[config.mk]
export PLATFORM = sky130hd
export DESIGN_NAME = mem_port_arbiter
export DESIGN_NICKNAME = d
export VERILOG_FILES = /design/src/rtl/mem_port_arbiter.sv
export SDC_FILE = /design/constraint.sdc
export NUM_CORES = 1
export LEC_CHECK = 0
export ABC_AREA = 1
export BUFFER_PORTS_ARGS = -buffer_cell sky130_fd_sc_hd__buf_2
export CORE_AREA = 2 2 108 110
export CTS_BUF_LIST = sky130_fd_sc_hd__clkbuf_8
export CTS_CLUSTER_SIZE = 16
export DETAILED_ROUTE_END_ITERATION = 6
export DIE_AREA = 0 0 110 112
export PLACE_DENSITY = 0.59
export REMOVE_ABC_BUFFERS = 1
export SLEW_MARGIN = 20
export SYNTH_ARGS = -nofsm -noshare
export SYNTH_HDL_FRONTEND = slang
export SYNTH_SLANG_ARGS = --single-unit
[constraint.sdc]
create_clock -name clk -period 2.3 [get_ports clk]
set_input_delay 0.46 -clock clk [delete_from_list [all_inputs] [get_ports clk]]
set_output_delay 0.46 -clock clk [all_outputs]
set_load 0.05 [all_outputs]
[src/rtl/mem_port_arbiter.sv]
// Two-requester arbiter (IF fetch, MEM load/store) for the core's single memory port.
// Grants are locked until the address handshake; responses are steered via an in-order owner queue.
module mem_port_arbiter #(
  parameter int ADDR_W          = 32,
  parameter int DATA_W          = 32,
  parameter int MAX_OUTSTANDING = 2
) (
  input  logic                clk,
  input  logic                resetn,
  input  logic                inst_req,
  input  logic [ADDR_W-1:0]   inst_addr,
  output logic                inst_addr_ok,
  output logic                inst_data_ok,
  output logic [DATA_W-1:0]   inst_rdata,
  input  logic                inst_cancel,
  input  logic                data_req,
  input  logic                data_wr,
  input  logic [1:0]          data_size,
  input  logic [DATA_W/8-1:0] data_wstrb,
  input  logic [ADDR_W-1:0]   data_addr,
  input  logic [DATA_W-1:0]   data_wdata,
  output logic                data_addr_ok,
  output logic                data_data_ok,
  output logic [DATA_W-1:0]   data_rdata,
  output logic                bus_req,
  output logic                bus_wr,
  output logic [1:0]          bus_size,
  output logic [DATA_W/8-1:0] bus_wstrb,
  output logic [ADDR_W-1:0]   bus_addr,
  output logic [DATA_W-1:0]   bus_wdata,
  input  logic                bus_addr_ok,
  input  logic                bus_data_ok,
  input  logic [DATA_W-1:0]   bus_rdata
);

  // state | meaning
  // IDLE  | no grant, bus_req low
  // GNT_D | MEM owns the request channel until bus_addr_ok
  // GNT_I | IF owns the request channel until bus_addr_ok
  typedef enum logic [1:0] {IDLE, GNT_D, GNT_I} state_t;

  localparam int PTR_W = (MAX_OUTSTANDING > 1) ? $clog2(MAX_OUTSTANDING) : 1;
  localparam int CNT_W = $clog2(MAX_OUTSTANDING) + 1;

  state_t                     state;
  logic [PTR_W-1:0]           head, tail;
  logic [CNT_W-1:0]           count, count_next;
  logic [MAX_OUTSTANDING-1:0] own_i, discard;
  logic                       cancel_pend;

  logic gnt_d, gnt_i, push, pop, full_next;
  logic data_req_eff, inst_req_eff, head_is_i, head_disc;

  function automatic logic [PTR_W-1:0] ptr_inc(input logic [PTR_W-1:0] p);
    return (p == PTR_W'(MAX_OUTSTANDING - 1)) ? '0 : p + 1'b1;
  endfunction

  assign gnt_d = (state == GNT_D);
  assign gnt_i = (state == GNT_I);

  assign bus_req   = gnt_d | gnt_i;
  assign bus_wr    = gnt_d & data_wr;
  assign bus_size  = gnt_d ? data_size : (gnt_i ? 2'd2 : 2'd0);
  assign bus_wstrb = gnt_d ? data_wstrb : '0;
  assign bus_addr  = gnt_d ? data_addr : (gnt_i ? inst_addr : '0);
  assign bus_wdata = gnt_d ? data_wdata : '0;

  assign data_addr_ok = gnt_d & bus_addr_ok;
  assign inst_addr_ok = gnt_i & bus_addr_ok;
  assign push         = data_addr_ok | inst_addr_ok;

  assign head_is_i    = own_i[head];
  assign head_disc    = discard[head];
  assign pop          = bus_data_ok & (count != '0);
  assign data_data_ok = pop & ~head_is_i;
  assign inst_data_ok = pop & head_is_i & ~head_disc;
  assign data_rdata   = data_data_ok ? bus_rdata : '0;
  assign inst_rdata   = inst_data_ok ? bus_rdata : '0;

  assign count_next = count + CNT_W'(push) - CNT_W'(pop);
  assign full_next  = (count_next == CNT_W'(MAX_OUTSTANDING));

  // A request accepted this cycle is consumed; it must not win the next grant again.
  assign data_req_eff = data_req & ~data_addr_ok;
  assign inst_req_eff = inst_req & ~inst_addr_ok;

  always_ff @(posedge clk) begin
    if (!resetn) begin
      state       <= IDLE;
      head        <= '0;
      tail        <= '0;
      count       <= '0;
      own_i       <= '0;
      discard     <= '0;
      cancel_pend <= 1'b0;
    end else begin
      if (pop) head <= ptr_inc(head);
      if (inst_cancel) discard <= discard | own_i;
      if (push) begin
        own_i[tail]   <= gnt_i;
        discard[tail] <= gnt_i & (inst_cancel | cancel_pend);
        tail          <= ptr_inc(tail);
      end
      count <= count_next;

      // Cancel seen while the IF request is still waiting for acceptance.
      if (push) cancel_pend <= 1'b0;
      else if (gnt_i && inst_cancel) cancel_pend <= 1'b1;

      if (state == IDLE || push) begin
        if (!full_next && data_req_eff) state <= GNT_D;
        else if (!full_next && inst_req_eff) state <= GNT_I;
        else state <= IDLE;
      end
    end
  end

endmodule

==> Word-level counts from Yosys, hierarchy flattened <==
Cells that the tools add are included.
{ "totals": {"reg_bits": 11, "input_bits": 142, "out_inout_bits": 140, "wordCells": 68} }
{ "classes": {"add_sub_neg": 4, "n_lt_le_gt_ge": 3, "n_eq_ne": 3, "muxes": 23, "bitwise": 19, "reduce_logical": 9} }
{ "ops": {"columns": ["operator", "count"], "rows": [
  ["$mux W32", 5],
  ["$mux W2", 7],
  ["$and A1 B1 Y1", 10],
  ["$mux W1", 7],
  ["$not A1 Y1", 5],
  ["$bwmux W2", 2],
  ["$eq A2 B2 Y1 const B", 2],
  ["$logic_and A1 B1 Y1", 4],
  ["$lt A1 B2 Y1 const B", 2],
  ["$mux W4", 1],
  ["$or A1 B1 Y1", 3],
  ["$add A1 B1 Y1 const B", 2],
  ["$add A2 B1 Y2", 1],
  ["$eq A2 B1 Y1 const B", 1],
  ["$logic_not A2 Y1", 1],
  ["$or A2 B2 Y2", 1],
  ["$reduce_bool A2 Y1", 1],
  ["$reduce_or A2 Y1", 1],
  ["$sub A2 B1 Y2", 1],
  ["$demux W1 S1", 1],
  ["$ge A1 B1 Y1 const B", 1],
  ["$logic_not A1 Y1", 1],
  ["$logic_or A1 B1 Y1", 1]
]} }

==> Logic depth before layout (Yosys ltp) <==
{ "depth": {"word_depth": 10, "depth_mapped": 16, "depth_no_buf": 15} }

==> Worst setup path before layout <==
No wires, ideal clock.
{ "synth_timing": {"kind": "register -> output", "startpoint": "register head", "endpoint": "output data_rdata[0]", "arrival_ps": 1539, "t_required_ps": 1840, "path_slack_ps": 301, "path_stages_with_launch": 7, "path_buffers": 0, "cell_sequence": "dfxtp_1 > inv_2 > nand2_2 > nand2_4 > nor2_8 > inv_4 > nor2_1"} }
{ "synth_between": {"elab_chain_cells": 5} }
{ "synth_rtl": {"columns": ["element", "line_no", "rtl"], "rows": [
  ["from (decl)", "46", "logic [PTR_W-1:0] head, tail;"],
  ["from (signal assigned)", "97", "if (pop) head <= ptr_inc(head);"],
  ["$mux W1 (implied by the code) (2 in series)", "72", "assign head_is_i = own_i[head];"],
  ["$not A1 Y1", "75", "assign data_data_ok = pop & ~head_is_i;"],
  ["$and A1 B1 Y1", "75", null],
  ["named net data_data_ok", "23", "output logic data_data_ok,"],
  ["$mux W32", "77", "assign data_rdata = data_data_ok ? bus_rdata : '0;"],
  ["to (decl)", "24", "output logic [DATA_W-1:0] data_rdata,"]
]} }
The timed path passes the listed nets, and every way through them passes these cells. The select of a mux whose other input is x is not followed.

==> Worst setup path in the final report <==
{ "layout_timing": {"startpoint": "register head", "endpoint": "output inst_rdata[12]"} }
{ "layout_between": {"elab_chain_cells": 5, "word_cells_on_any_way": 8, "cone_classes": "mux (5); bitwise (3)"} }
{ "layout_rtl": {"columns": ["element", "line_no", "rtl"], "rows": [
  ["$mux W1, on equally long branches (2 in series)", "72, 73", null],
  ["$and A1 B1 Y1 or $not A1 Y1 (tied branches)", "76", "assign inst_data_ok = pop & head_is_i & ~head_disc;"],
  ["$and A1 B1 Y1 *", "76", null],
  ["$mux W32 *", "78", "assign inst_rdata = inst_data_ok ? bus_rdata : '0;"],
  ["to (decl)", "14", "output logic [DATA_W-1:0] inst_rdata,"]
]} }
Every way passes the cells marked *; elsewhere a longest branch is shown, timed or not. The select of a mux whose other input is x is not followed.

==> metrics.txt <==
most common cell in the netlist=nand2_1; first-pass GRT wire length=around 14,000 um; die area=12,300 sq um; fin crit share=between 90 and 100%; start point of the critical path=head$_SDFFE_PN0P_; top post-synthesis cells by count=125 x nand2_1, 88 x inv_1, 36 x nand3_1; Port-buffer cells=281; cell internal pwr=1.30 mW; Psw=3.39 mW; Placer Congestion=0.904; initial DRC count=169; vias=3,071; library cells used by synthesis=26; synth top area cells=nand2_1 22%, nor2_4 16%, inv_1 16%; fin area=3680 sq um; r2r worst-path depth=14; Util after Layout=32.9%; ys flop type=dfxtp_1; Seq cells post-synth=11; slew at the pin closest to its max-slew limit=393 ps; Worst R2R Setup Slack=360 ps; Logic pwr share=around 90%; Power Density=1270 nW/um^2; vias per cell=3.85; clock-pin slew on the worst setup and hold paths=50 ps; Chip Height=112 um; sequential area share after synthesis=10.4%; Worst EP arrival=1680 ps; row cnt=39; drt first pass iters=4; status=complete, no violations; Core ar.=11,200 sq um; Slew Limit Fails=0; synth warn=0; reg2reg end=state[1]$_SDFFE_PN0P_; Area Growth Syn to Fin=73.3%; CP startpoint kind=flop; final setup skew=about 0.50 ps; Net Sw Frac=72.3%; Setup violations, final=0; Worst-Skew Late Latency=between 200 and 250 ps; # DRC=0; dpl cells=793; GRT Util Overall=13.9%; H-tree Lvls=1; CTS root buffer=clkbuf_8; CTS buffer count=3; largest fanout on the critical path=33; largest net degree at the start of global routing=48; vias in the first global route=2,745; share of cells above drive strength 1=52.3%; antenna viol nets, final=0; DIE WIDTH=110 um; Placed Area=3620 sq um; nets@finish=between 800 and 900; max cap viols=0; Hold Vio Cnt, Final=0; Clock Path Buffers=2; Slew headroom=between 70% and 80%; Hold Buf Count CTS=0; Pleak=roughly 2.7 nW; CP endpoint kind=output pin; crit path to=inst_rdata[12]; FF-to-FF Start=state[1]$_SDFFE_PN0P_; Initial Util=19.0%; I/O pin count=about 280; RSZ-0062 raised after global routing=no; WL/cell=about 12 um; Synth top area share=22.1%; antenna violations before repair=4; Hold Crit Class=reg -> reg; Cells after Synth=between 300 and 400; Final HPWL DP=roughly 8000 um; TritonCTS clock tree=built; Cell Area, Synth=~2100 sq um; number of synthesized flops with an enable pin=0; Req. time, crit path=1840 ps; Hold WS=455 ps; asr flop ratio synth=0%; FMAX=467 MHz; crit path kind=reg -> out; gr ovfl total=0; mean post-synth cell area=5.53 sq um; Cell Count, Final, Fillers Out=798; final wirelength=9250 um; sequential share of power=6.2%; worst vdd ir=641 uV; Clock Sinks=11; Pwr Total=4.69 mW; clock share of power=~4.1%; post-layout min period=2140 ps; Synth area leader=nand2_1
==> cells by family after synthesis <==
family | count (synthesis) | share of synthesized area [%]
buf+inv | 114 | 24.0
fa+ha+maj | 5 | 2.95
compound gates | 16 | 4.48
simple gates | 238 | 58.2
flops | 11 | 10.4
==> layer usage <==
| metal | vias to the layer above | global-route usage (%) | wire length [um] |
|---|---|---|---|
| met2 | 97 | 22.9 | 4490 |
| met3 | 16 | 4.16 | 706 |
| met5 | - | 0 | 38 |
| li1 | 1638 | - | - |
| met4 | 6 | 2.03 | 80 |
| met1 | 1314 | 18.2 | 3930 |
==> metrics by stage <==
stage / worst slack, ps / setup TNS, ps
3_5_place_dp: 276 / 0
6_report: 160 / 0
2_1_floorplan: -1150 / -52530
5_1_grt: 0.239 / 0
4_1_cts: 96.4 / 0
3_3_place_gp: 324 / 0
==> worst max-delay path: stages (launching register included) <==
cell     delay (ps)
dfxtp_1         380
nand2_1          70
o21ai_1         140
nand3_4         350
nor2_1          210
buf_2           290
==> registers in the layout (all words and copies together), names as in the netlist <==
| signal | count |
|---|---|
| cancel_pend | 1 |
| head | 1 |
| count | 2 |
| own_i | 2 |
| state | 2 |
| discard | 2 |
| tail | 1 |
==> power groups by stage <==
stage	Sequential [mW]	Combinational (mW)	Clock [mW]
final	0.290	4.20	0.192
after global routing	0.300	4.46	0.211
after CTS	0.290	4.23	0.203
after detailed placement	0.293	4.21	0
after global placement	0.293	4.22	0
after floorplan	0.282	3.20	0
==> placed cells by master, fill, tap and decap left out, types with 3 or more instances in the layout <==
cell      count
inv_1        89
nand3_1      36
buf_2       280
dfxtp_1      11
o21ai_0       4
nand2_2       4
ha_1          4
nand2_1     125
nor2_2        6
nor2_1       32
a21oi_1       8
clkbuf_8      3
inv_2         4
nor2_4       30
==> worst min-delay path by stage <==
stage / start / end / slack [ps] / cells after the start
detailed placement: discard[1]$_SDFF_PN0_ / discard[1]$_SDFF_PN0_ / 450 / 2
global placement: discard[1]$_SDFF_PN0_ / discard[1]$_SDFF_PN0_ / 450 / 2
floorplan: discard[1]$_SDFF_PN0_ / discard[1]$_SDFF_PN0_ / 430 / 2
finish: discard[1]$_SDFF_PN0_ / discard[1]$_SDFF_PN0_ / 460 / 2
CTS: discard[1]$_SDFF_PN0_ / discard[1]$_SDFF_PN0_ / 460 / 2
global route: discard[1]$_SDFF_PN0_ / discard[1]$_SDFF_PN0_ / 480 / 2
==> timing repair <==
item / 4_1_cts / 5_1_grt
buffers inserted: 0 / 0
resized for setup: 0 / 3
endpoints found under the setup margin: 0 / 21
endpoints found under the hold margin: 0 / 0
==> area by class of cell <==
cell class / instances / area [sq um]
fillers: 1301 / 7490
repair buffers: 287 / 1490
multi-input cells: 259 / 1400
inverters: 93 / 352
flip-flops and latches: 11 / 220
well taps: 143 / 179
clock buffers: 3 / 41.3
clock inverters: 1 / 3.75
diodes: 1 / 2.50
No activity file was read; power rests on OpenSTA's default activity.
